### src/rtl/uart_rx_fifo.sv
// UART receiver with runtime framing (5-9 data bits, parity, 1/2 stop), 3-sample majority
// voting, framing/parity/break detection, feeding a first-word-fall-through receive FIFO.
module uart_rx_fifo #(
    parameter int BAUD_W     = 16,
    parameter int FIFO_DEPTH = 16,
    parameter int LEVEL_W    = 5
) (
    input  logic               clk,
    input  logic               reset_n,
    input  logic               rx_en,
    input  logic [BAUD_W-1:0]  baud_divisor,
    input  logic [2:0]         cfg_data_bits,
    input  logic [2:0]         cfg_parity,
    input  logic               cfg_stop,
    input  logic               rx,
    output logic [11:0]        m_data,
    output logic               m_valid,
    input  logic               m_ready,
    output logic [LEVEL_W-1:0] fifo_level,
    output logic               ovf,
    input  logic               clr_ovf,
    output logic               rx_busy
);
    localparam int AW = $clog2(FIFO_DEPTH);
    localparam logic [2:0] PAR_NONE  = 3'd0;
    localparam logic [2:0] PAR_EVEN  = 3'd1;
    localparam logic [2:0] PAR_ODD   = 3'd2;
    localparam logic [2:0] PAR_MARK  = 3'd3;
    localparam logic [2:0] PAR_SPACE = 3'd4;

    typedef enum logic [2:0] {
        S_IDLE, S_START, S_DATA, S_PARITY, S_STOP, S_STOP2, S_BRK_WAIT
    } state_t;

    logic              r_rx_s1, r_rxs, r_rxs_d;
    state_t            r_state;
    logic [BAUD_W-1:0] r_s, r_n;
    logic [3:0]        r_dbits, r_bitcnt;
    logic [2:0]        r_par;
    logic              r_stop2;
    logic [8:0]        r_shift;
    logic              r_p, r_ferr, r_smp0, r_smp1;

    logic [AW-1:0]      r_wr_ptr, r_rd_ptr;
    logic [LEVEL_W-1:0] r_level;
    logic               r_ovf;
    logic [11:0]        r_mem [FIFO_DEPTH];

    logic              w_start, w_dec, w_wrap, w_maj, w_xor;
    logic              w_brk, w_ferr, w_perr, w_push;
    logic              w_full, w_pop, w_wr;
    logic [BAUD_W-1:0] w_half;
    logic [3:0]        w_cfg_dbits, w_bits_next;
    logic [2:0]        w_cfg_par;
    logic [8:0]        w_data;
    logic [11:0]       w_word;

    // The data-bit count is the 3-bit residue of D: 5,6,7 literal, 1 means 9, the rest 8.
    always_comb begin
        case (cfg_data_bits)
            3'd5:    w_cfg_dbits = 4'd5;
            3'd6:    w_cfg_dbits = 4'd6;
            3'd7:    w_cfg_dbits = 4'd7;
            3'd1:    w_cfg_dbits = 4'd9;
            default: w_cfg_dbits = 4'd8;
        endcase
        w_cfg_par = (cfg_parity <= PAR_SPACE) ? cfg_parity : PAR_NONE;
    end

    assign w_start     = r_rxs_d & ~r_rxs;
    assign w_half      = r_n >> 1;
    assign w_dec       = (r_s == w_half + BAUD_W'(1));
    assign w_wrap      = (r_s == r_n - BAUD_W'(1));
    assign w_maj       = (r_smp0 & r_smp1) | (r_smp0 & r_rxs) | (r_smp1 & r_rxs);
    assign w_bits_next = r_bitcnt + {3'b000, w_dec};

    // Bits enter at the MSB, so the received word sits left-aligned until shifted down.
    assign w_data = r_shift >> (4'd9 - r_dbits);
    assign w_xor  = (^w_data) ^ r_p;

    always_comb begin
        case (r_par)
            PAR_EVEN:  w_perr = w_xor;
            PAR_ODD:   w_perr = ~w_xor;
            PAR_MARK:  w_perr = ~r_p;
            PAR_SPACE: w_perr = r_p;
            default:   w_perr = 1'b0;
        endcase
    end

    assign w_brk  = (r_state == S_STOP) & w_dec & ~w_maj & (w_data == 9'd0) &
                    ((r_par == PAR_NONE) | ~r_p);
    assign w_ferr = ~w_maj | ((r_state == S_STOP2) & r_ferr);
    assign w_push = w_dec & (((r_state == S_STOP) & (w_brk | ~r_stop2)) | (r_state == S_STOP2));
    assign w_word = {w_brk, w_ferr, w_perr, w_data};

    always_ff @(posedge clk or negedge reset_n) begin
        if (!reset_n) begin
            r_rx_s1 <= 1'b1;
            r_rxs   <= 1'b1;
            r_rxs_d <= 1'b1;
        end else begin
            r_rx_s1 <= rx;
            r_rxs   <= r_rx_s1;
            r_rxs_d <= r_rxs;
        end
    end

    always_ff @(posedge clk or negedge reset_n) begin
        if (!reset_n) begin
            r_state  <= S_IDLE;
            r_s      <= '0;
            r_n      <= '0;
            r_dbits  <= 4'd8;
            r_bitcnt <= '0;
            r_par    <= PAR_NONE;
            r_stop2  <= 1'b0;
            r_shift  <= '0;
            r_p      <= 1'b0;
            r_ferr   <= 1'b0;
            r_smp0   <= 1'b1;
            r_smp1   <= 1'b1;
        end else begin
            if (r_s == w_half - BAUD_W'(1)) r_smp0 <= r_rxs;
            if (r_s == w_half)              r_smp1 <= r_rxs;
            if (r_state != S_IDLE)
                r_s <= w_wrap ? '0 : r_s + BAUD_W'(1);

            case (r_state)
                S_IDLE: begin
                    if (w_start && rx_en) begin
                        r_state  <= S_START;
                        r_s      <= '0;
                        r_n      <= baud_divisor;
                        r_dbits  <= w_cfg_dbits;
                        r_par    <= w_cfg_par;
                        r_stop2  <= cfg_stop;
                        r_bitcnt <= '0;
                        r_shift  <= '0;
                        r_p      <= 1'b0;
                        r_ferr   <= 1'b0;
                    end
                end
                S_START: begin
                    if (w_dec && w_maj) r_state <= S_IDLE;
                    else if (w_wrap)    r_state <= S_DATA;
                end
                S_DATA: begin
                    if (w_dec) begin
                        r_shift  <= {w_maj, r_shift[8:1]};
                        r_bitcnt <= w_bits_next;
                    end
                    if (w_wrap && w_bits_next == r_dbits)
                        r_state <= (r_par == PAR_NONE) ? S_STOP : S_PARITY;
                end
                S_PARITY: begin
                    if (w_dec)  r_p     <= w_maj;
                    if (w_wrap) r_state <= S_STOP;
                end
                S_STOP: begin
                    if (w_dec) begin
                        r_ferr <= ~w_maj;
                        if (w_brk)         r_state <= S_BRK_WAIT;
                        else if (!r_stop2) r_state <= S_IDLE;
                        else if (w_wrap)   r_state <= S_STOP2;
                    end else if (w_wrap) begin
                        r_state <= S_STOP2;
                    end
                end
                S_STOP2: begin
                    if (w_dec) r_state <= S_IDLE;
                end
                S_BRK_WAIT: begin
                    if (r_rxs) r_state <= S_IDLE;
                end
                default: r_state <= S_IDLE;
            endcase
        end
    end

    assign rx_busy = (r_state != S_IDLE);

    // A full FIFO still accepts a push when the head is popped on the same edge.
    assign w_full = (r_level == LEVEL_W'(FIFO_DEPTH));
    assign w_pop  = m_valid & m_ready;
    assign w_wr   = w_push & (~w_full | w_pop);

    always_ff @(posedge clk) begin
        if (w_wr) r_mem[r_wr_ptr] <= w_word;
    end

    always_ff @(posedge clk or negedge reset_n) begin
        if (!reset_n) begin
            r_wr_ptr <= '0;
            r_rd_ptr <= '0;
            r_level  <= '0;
            r_ovf    <= 1'b0;
        end else begin
            if (w_wr)  r_wr_ptr <= r_wr_ptr + AW'(1);
            if (w_pop) r_rd_ptr <= r_rd_ptr + AW'(1);
            case ({w_wr, w_pop})
                2'b10:   r_level <= r_level + LEVEL_W'(1);
                2'b01:   r_level <= r_level - LEVEL_W'(1);
                default: r_level <= r_level;
            endcase
            if (w_push && w_full && !w_pop) r_ovf <= 1'b1;
            else if (clr_ovf)               r_ovf <= 1'b0;
        end
    end

    assign m_valid    = (r_level != '0);
    assign m_data     = m_valid ? r_mem[r_rd_ptr] : 12'd0;
    assign fifo_level = r_level;
    assign ovf        = r_ovf;

endmodule

### config.mk
export PLATFORM = sky130hd
export DESIGN_NAME = uart_rx_fifo
export DESIGN_NICKNAME = d
export VERILOG_FILES = /design/src/rtl/uart_rx_fifo.sv
export SDC_FILE = /design/constraint.sdc
export NUM_CORES = 1
export LEC_CHECK = 0
export ABC_AREA = 1
export BUFFER_PORTS_ARGS = -buffer_cell sky130_fd_sc_hd__buf_2
export CAP_MARGIN = 20
export CORE_MARGIN = 5
export CORE_UTILIZATION = 60
export CTS_CLUSTER_SIZE = 14
export DETAILED_ROUTE_END_ITERATION = 16
export GPL_ROUTABILITY_DRIVEN = 0
export MAX_ROUTING_LAYER = met4
export PLACE_DENSITY = 0.74
export SLEW_MARGIN = 20
export SYNTH_ARGS = -nofsm -noshare
export SYNTH_HDL_FRONTEND = slang
export SYNTH_SLANG_ARGS = --single-unit
export TNS_END_PERCENT = 1
### constraint.sdc
create_clock -name clk -period 10.3 [get_ports clk]
set_input_delay 0.515 -clock clk [delete_from_list [all_inputs] [get_ports clk]]
set_output_delay 0.515 -clock clk [all_outputs]
set_load 0.03 [all_outputs]
**After elaboration in Yosys (flattened, before gate mapping)**

Memories as Yosys holds them, arrays and structs flattened.
Cells that the tools add are included.

- Output and inout port bits: 20
- Register bits: 77
- Logic and storage cells: 149
- Memories kept: 1
- Input port bits: 29
- Bits in writable memories: 192

Memories:

| name | depth | width | rd ports | clocked after memory_dff | wr ports | line | text |
|---|---|---|---|---|---|---|---|
| r_mem | 16 | 12 | 1 | 0 | 1 | 47 | `logic [11:0] r_mem [FIFO_DEPTH];` |

- Shift-type cells: 1
- Multiplexer cells: 37
- Bitwise operators: 27
- Eq/ne operators: 31
- Add/sub/neg operators: 10
- Reductions and logical operators: 22
- $lt $le $gt $ge: 1

Operator list:

| cell | count |
|---|---|
| $mux W16 | 4 |
| $eq A16 B16 Y1 | 3 |
| $mux W3 | 13 |
| $eq A3 B3 Y1 const B | 7 |
| $pmux W3 S7 | 1 |
| $mux W9 | 2 |
| $pmux W9 S2 | 1 |
| $add A15 B1 Y16 const B | 1 |
| $add A16 B1 Y16 const B | 1 |
| $eq A16 B15 Y1 | 1 |
| $ne A2 B2 Y1 const B | 8 |
| $pmux W4 S4 | 1 |
| $sub A15 B1 Y16 const B | 1 |
| $sub A16 B1 Y16 const B | 1 |
| $and A1 B1 Y1 | 13 |
| $eq A3 B2 Y1 const B | 4 |
| $mux W12 | 1 |
| $pmux W5 S2 | 1 |
| $reduce_bool A2 Y1 | 5 |
| $eq A3 B1 Y1 const B | 3 |
| $logic_not A9 Y1 | 1 |
| $reduce_and A3 Y1 | 3 |
| $reduce_xor A9 Y1 | 1 |
| $shr A9 B4 Y9 | 1 |
| other kinds (26) | 51 |

**Longest topological paths before layout**

- Word-level depth: 14
- Gate-level depth with buffers: 31
- Gate-level depth less buffers: 31

**Worst setup path after synthesis**

OpenSTA, ideal clock, no wires.

- Path kind: register -> register
- From: register r_dbits[1]
- To: register r_level[4] (netlist: fifo_level[4])
- Path slack: 6534 ps
- Library setup time: 118 ps
- Data required time: 10182 ps
- Cell stages (with the launch flop): 29
- Buffers on the path: 0
- Arrival time: 3648 ps
- Period minus slack after synthesis: 3766 ps
- Path through: dfrtp_1 inv_1 ha_1 xor2_1 nor2_1 inv_1 o22ai_1 inv_1 ha_1 nand2_1 nor2_1 nand3_1 nor2_1 nand3_1 nand2_1 nand2_1 nand2_2 nand2_2 nand2_2 inv_1 ha_1 inv_1 o21bai_1 a31oi_1 nand3_1 nand2_1 nand2_1 nand2_1 nand2_1

- Longest elaborated chain between the ends: 12
- Elaborated cells on any way between the ends: 14
- Classes of those cells: add/sub (1); eq/ne (2); shift (1); mux (1); bitwise (7); reduce/logical (2)

RTL lines:

| what | line | text |
|---|---|---|
| start, declared | 38 | `logic [3:0] r_dbits, r_bitcnt;` |
| start signal, assigned | 135 | `r_dbits <= w_cfg_dbits;` |
| $sub A4 B4 Y4 (*) | 78 | `assign w_data = r_shift >> (4'd9 - r_dbits);` |
| $shr A9 B4 Y9 (*) | 78 |  |
| net w_data[2] | 55 | `logic [8:0] w_data;` |
| $logic_not A9 Y1 (*) | 91 | `assign w_brk = (r_state == S_STOP) & w_dec & ~w_maj & (w_data == 9'd0) &` |
| $and A1 B1 Y1 (*) (2 in a row) | 91 |  |
| $or A1 B1 Y1 (*) | 94 | `assign w_push = w_dec & (((r_state == S_STOP) & (w_brk \| ~r_stop2)) \| (r_state == S_STOP2));` |
| $and A1 B1 Y1 (*) | 94 |  |
| $or A1 B1 Y1 (*) | 94 |  |
| $and A1 B1 Y1 (*) | 94 |  |
| $and A1 B1 Y1 (*) | 186 | `assign w_wr = w_push & (~w_full \| w_pop);` |
| $eq A2 B1 Y1 / $eq A2 B2 Y1 (equally long branches) | 201 | `case ({w_wr, w_pop})` |
| $pmux W5 S2 / $reduce_bool A2 Y1 (equally long branches) | -- |  |
| end signal, assigned | 202 | `2'b10: r_level <= r_level + LEVEL_W'(1);` |
| end signal, assigned | 203 | `2'b01: r_level <= r_level - LEVEL_W'(1);` |
| end signal, assigned | 204 | `default: r_level <= r_level;` |
| end, declared | 45 | `logic [LEVEL_W-1:0] r_level;` |

Mark *: on every way through the listed nets, which the timed path passes. The rest lies on a longest branch.
A chain may end at the register's enable or synchronous reset.

**Final worst setup path**

Ends and elaborated chain as after synthesis.

==> summary.txt <==
Floorplan
  • Die X-Extent: 159 um
  • Starting density of the core: 60.9%
  • Placeable Area: 21,800 sq um
  • Core Rows: 54
  • Die Ht: 159 um
  • Die ar.: 25,200 sq um
  • Io pins: 49

Cells and area
  • Nets: 1,481
  • Fin area: 14,700 sq um
  • Util after Layout: 67.3%
  • Synth-to-layout area growth: 10.4%
  • Layout cells sized above 1: 10.9%
  • Antenna Cells: 0
  • Fill cells: 1,698

Clocking
  • Clock slew at reported path FFs: 0.06 ns
  • Setup Buffers After CTS: 0
  • CTS root buf: clkbuf_16
  • CTS tree: built
  • # H-tree levels: 1
  • Clk buf depth: 3
  • Clock Latency Late Sink: 0.54 ns
  • Num CTS Buffers: 28
  • Sinks on Clock Net: 269

STA
  • Final-report hold violation count: 0
  • RSZ-0062 raised after global routing: no
  • Final setup TNS: 0 ns
  • Worst hold slack: 0.0657 ns
  • Max_slew headroom: 28.6%
  • Tcrit/Tclk final: 46.0%
  • Setup Viol. Count Final: 0
  • Fmax achieved: 0.211 GHz
  • Clock skew: 0.0196 ns
  • Slew @ Worst Pin: 1.07 ns
  • Period minus WS final: 4.73 ns
  • Final Max Tran Viols: 0

Yosys
  • Register bit total from synthesis: 269
  • Synth top cells by count: nand2_1 (227), nor2_1 (199), edfxtp_1 (192)
  • Ys Warns: 0
  • Syn Inst Count: 1,395
  • Synth top area share: 43.4%
  • Synth area leaders: edfxtp_1 (43%), dfrtp_1 (13%), nand2_1 (6.4%), o21ai_0 (6.3%), nor2_1 (5.6%)
  • Synthesized cell area: 13,300 sq um
  • Most frequent cell after synthesis: nand2_1
  • Unique cell type count in the Yosys netlist: 49
  • Post-synth EDFFs: 192
  • Async S/R FF share, synth: 28.6%
  • Synth area leader: edfxtp_1
  • Mean Syn Cell Area: 9.53 sq um
  • Part of the Yosys area used for sequential elements: 57.9%
  • Top FF cell, synth: edfxtp_1
  • Syn Nets: 1,445

Job
  • Number of max-cap violations: 0

Route
  • Post-route ant nets: 0
  • Residual DRC: 0
  • DRT Pass-1 Iters: 5
  • Vias per cell: 5.76
  • Detailed Route WL: 30.6 mm
  • DR vias: 9,982
  • Iter 0 DRT Violations: 843
  • Wire per inst: 17.7 um

Global routing
  • Initial antenna violation count: 0
  • GRT Overall Usage: 24.5%
  • Global-route wire length before repair: 50.1 mm
  • Vias in the first global route: 9,729
  • Remaining global-route overflow: 0
  • Largest net degree at the start of global routing: 98

Worst setup path
  • Levels on crit path: 28
  • Crit path max-delay family: simple AND/OR/NAND/NOR gates
  • Max Fanout on Critical Path: 17
  • R2R depth: 28
  • Critical R2R Launch: r_dbits[1]$_DFFE_PN0P_
  • Flop2flop setup slack: 5.57 ns
  • Worst Path Class, Setup: reg2reg
  • Crit path to: fifo_level[4]$_DFFE_PN0P_
  • CP bufs+invs: 5
  • Crit. End Element: register
  • Critical Path RT: 10.73 ns
  • Arr. time, crit path: 5.16 ns
  • Crit-path slowest cell: nor2_1
  • Delay of the slowest critical-path stage: 0.79 ns
  • Worst r2r dst: fifo_level[4]$_DFFE_PN0P_
  • CP most frequent cell: nand2_1
  • Crit path from: r_dbits[1]$_DFFE_PN0P_
  • Startpoint Class: register

Placed design
  • Dpl cell area: 13,800 sq um
  • Detail Placement HPWL: 20.2 mm
  • I/O Buffers: 48

Pwr
  • VDD IR-drop max: 0.291 mV
  • Power Density: 302 nW/um^2
  • Overall Power: 4.43 mW
  • Lkg Pwr: 5.83 nW

Outcome
  • Status: finished clean

Hold path
  • Worst Hold Class: in2reg
-- how the worst min path moves through the flow --
stage	to	cells after the start	start
2_1_floorplan	fifo_level[0]$_DFFE_PN0P_	0	reset_n
3_3_place_gp	r_rxs$_DFF_PN1_	0	r_rx_s1$_DFF_PN1_
3_5_place_dp	r_rxs$_DFF_PN1_	0	r_rx_s1$_DFF_PN1_
4_1_cts	r_rx_s1$_DFF_PN1_	1	rx
5_1_grt	r_rx_s1$_DFF_PN1_	1	rx
6_report	r_rx_s1$_DFF_PN1_	1	rx
-- cell families (layout without fill, tap and decap cells) --
kind of cell | count (synthesis) | in the layout | synth area share [%]
and+or+nand+nor | 576 | 576 | 18.7
buffers and inverters | 201 | 259 | 5.83
DFF | 269 | 269 | 57.9
AOI/OAI and AO/OA | 268 | 268 | 11.6
xor gates and xnor gates | 59 | 59 | 3.89
adders and majority gates | 22 | 22 | 2.11
-- sequential cells by signal, summed over array words and instances (netlist names), 3 cells and up --
signal	count
fifo_level	5
r_bitcnt	4
r_dbits	4
r_mem	192
r_n	16
r_par	3
r_rd_ptr	4
r_s	16
r_shift	9
r_state	3
r_wr_ptr	4
-- cell usage in the layout, fill, tap and decap left out, drive strengths merged, types with 2 or more instances in the layout --
cell and count:
a21oi 26, a31oi 4, buf 64, clkbuf 30
clkinv 17, clkinvlp 5, dfrtp 71, dfstp 6
edfxtp 192, ha 20, inv 141, nand2 237
nand3 74, nand3b 4, nand4 21, nor2 207
nor3 17, nor4 7, o211ai 4, o21a 2
o21ai 172, o221ai 34, o22ai 20, or2 6
xnor2 19, xor2 40
-- through the flow --
step | worst slack [ns] | std cells
2_1_floorplan | 6.53 | 1395
3_3_place_gp | 5.61 | 1677
3_5_place_dp | 5.44 | 1678
4_1_cts | 5.32 | 1730
5_1_grt | 4.97 | 1733
6_report | 5.57 | 1733
-- repair_timing --
action	in CTS	in global routing
endpoints found under the hold margin	0	20
gates resized for setup	0	0
hold buffers	0	1
-- power breakdown --
part           switching, mW  total, mW  leakage [nW]  internal [mW]
sequential             0.166       1.59          2.74           1.43
combinational           1.31       1.90          2.68          0.588
clock                  0.412      0.934         0.405          0.522
total                   1.89       4.43          5.83           2.54
-- routing by layer --
metal  vias to the layer above  GRT usage (%)  part of all wire (%)
li1                       4852              -                     -
met1                      4781           31.5                    42
met2                       299           42.2                    50
met3                        50           2.77                   5.4
met4                         0           5.66                   1.9
met5                         -              -                     0
-- cell type report --
type / count / area [sq um] / share of cell area, %
inverter: 142 / 534 / 3.64
clock buffer: 30 / 708 / 4.82
tap: 280 / 350 / 2.39
multi-input combinational: 925 / 4850 / 33.0
clock inverter: 22 / 148 / 1.01
sequential: 269 / 7700 / 52.5
timing repair buffer: 65 / 393 / 2.68
(Power assumes the default switching activity.)
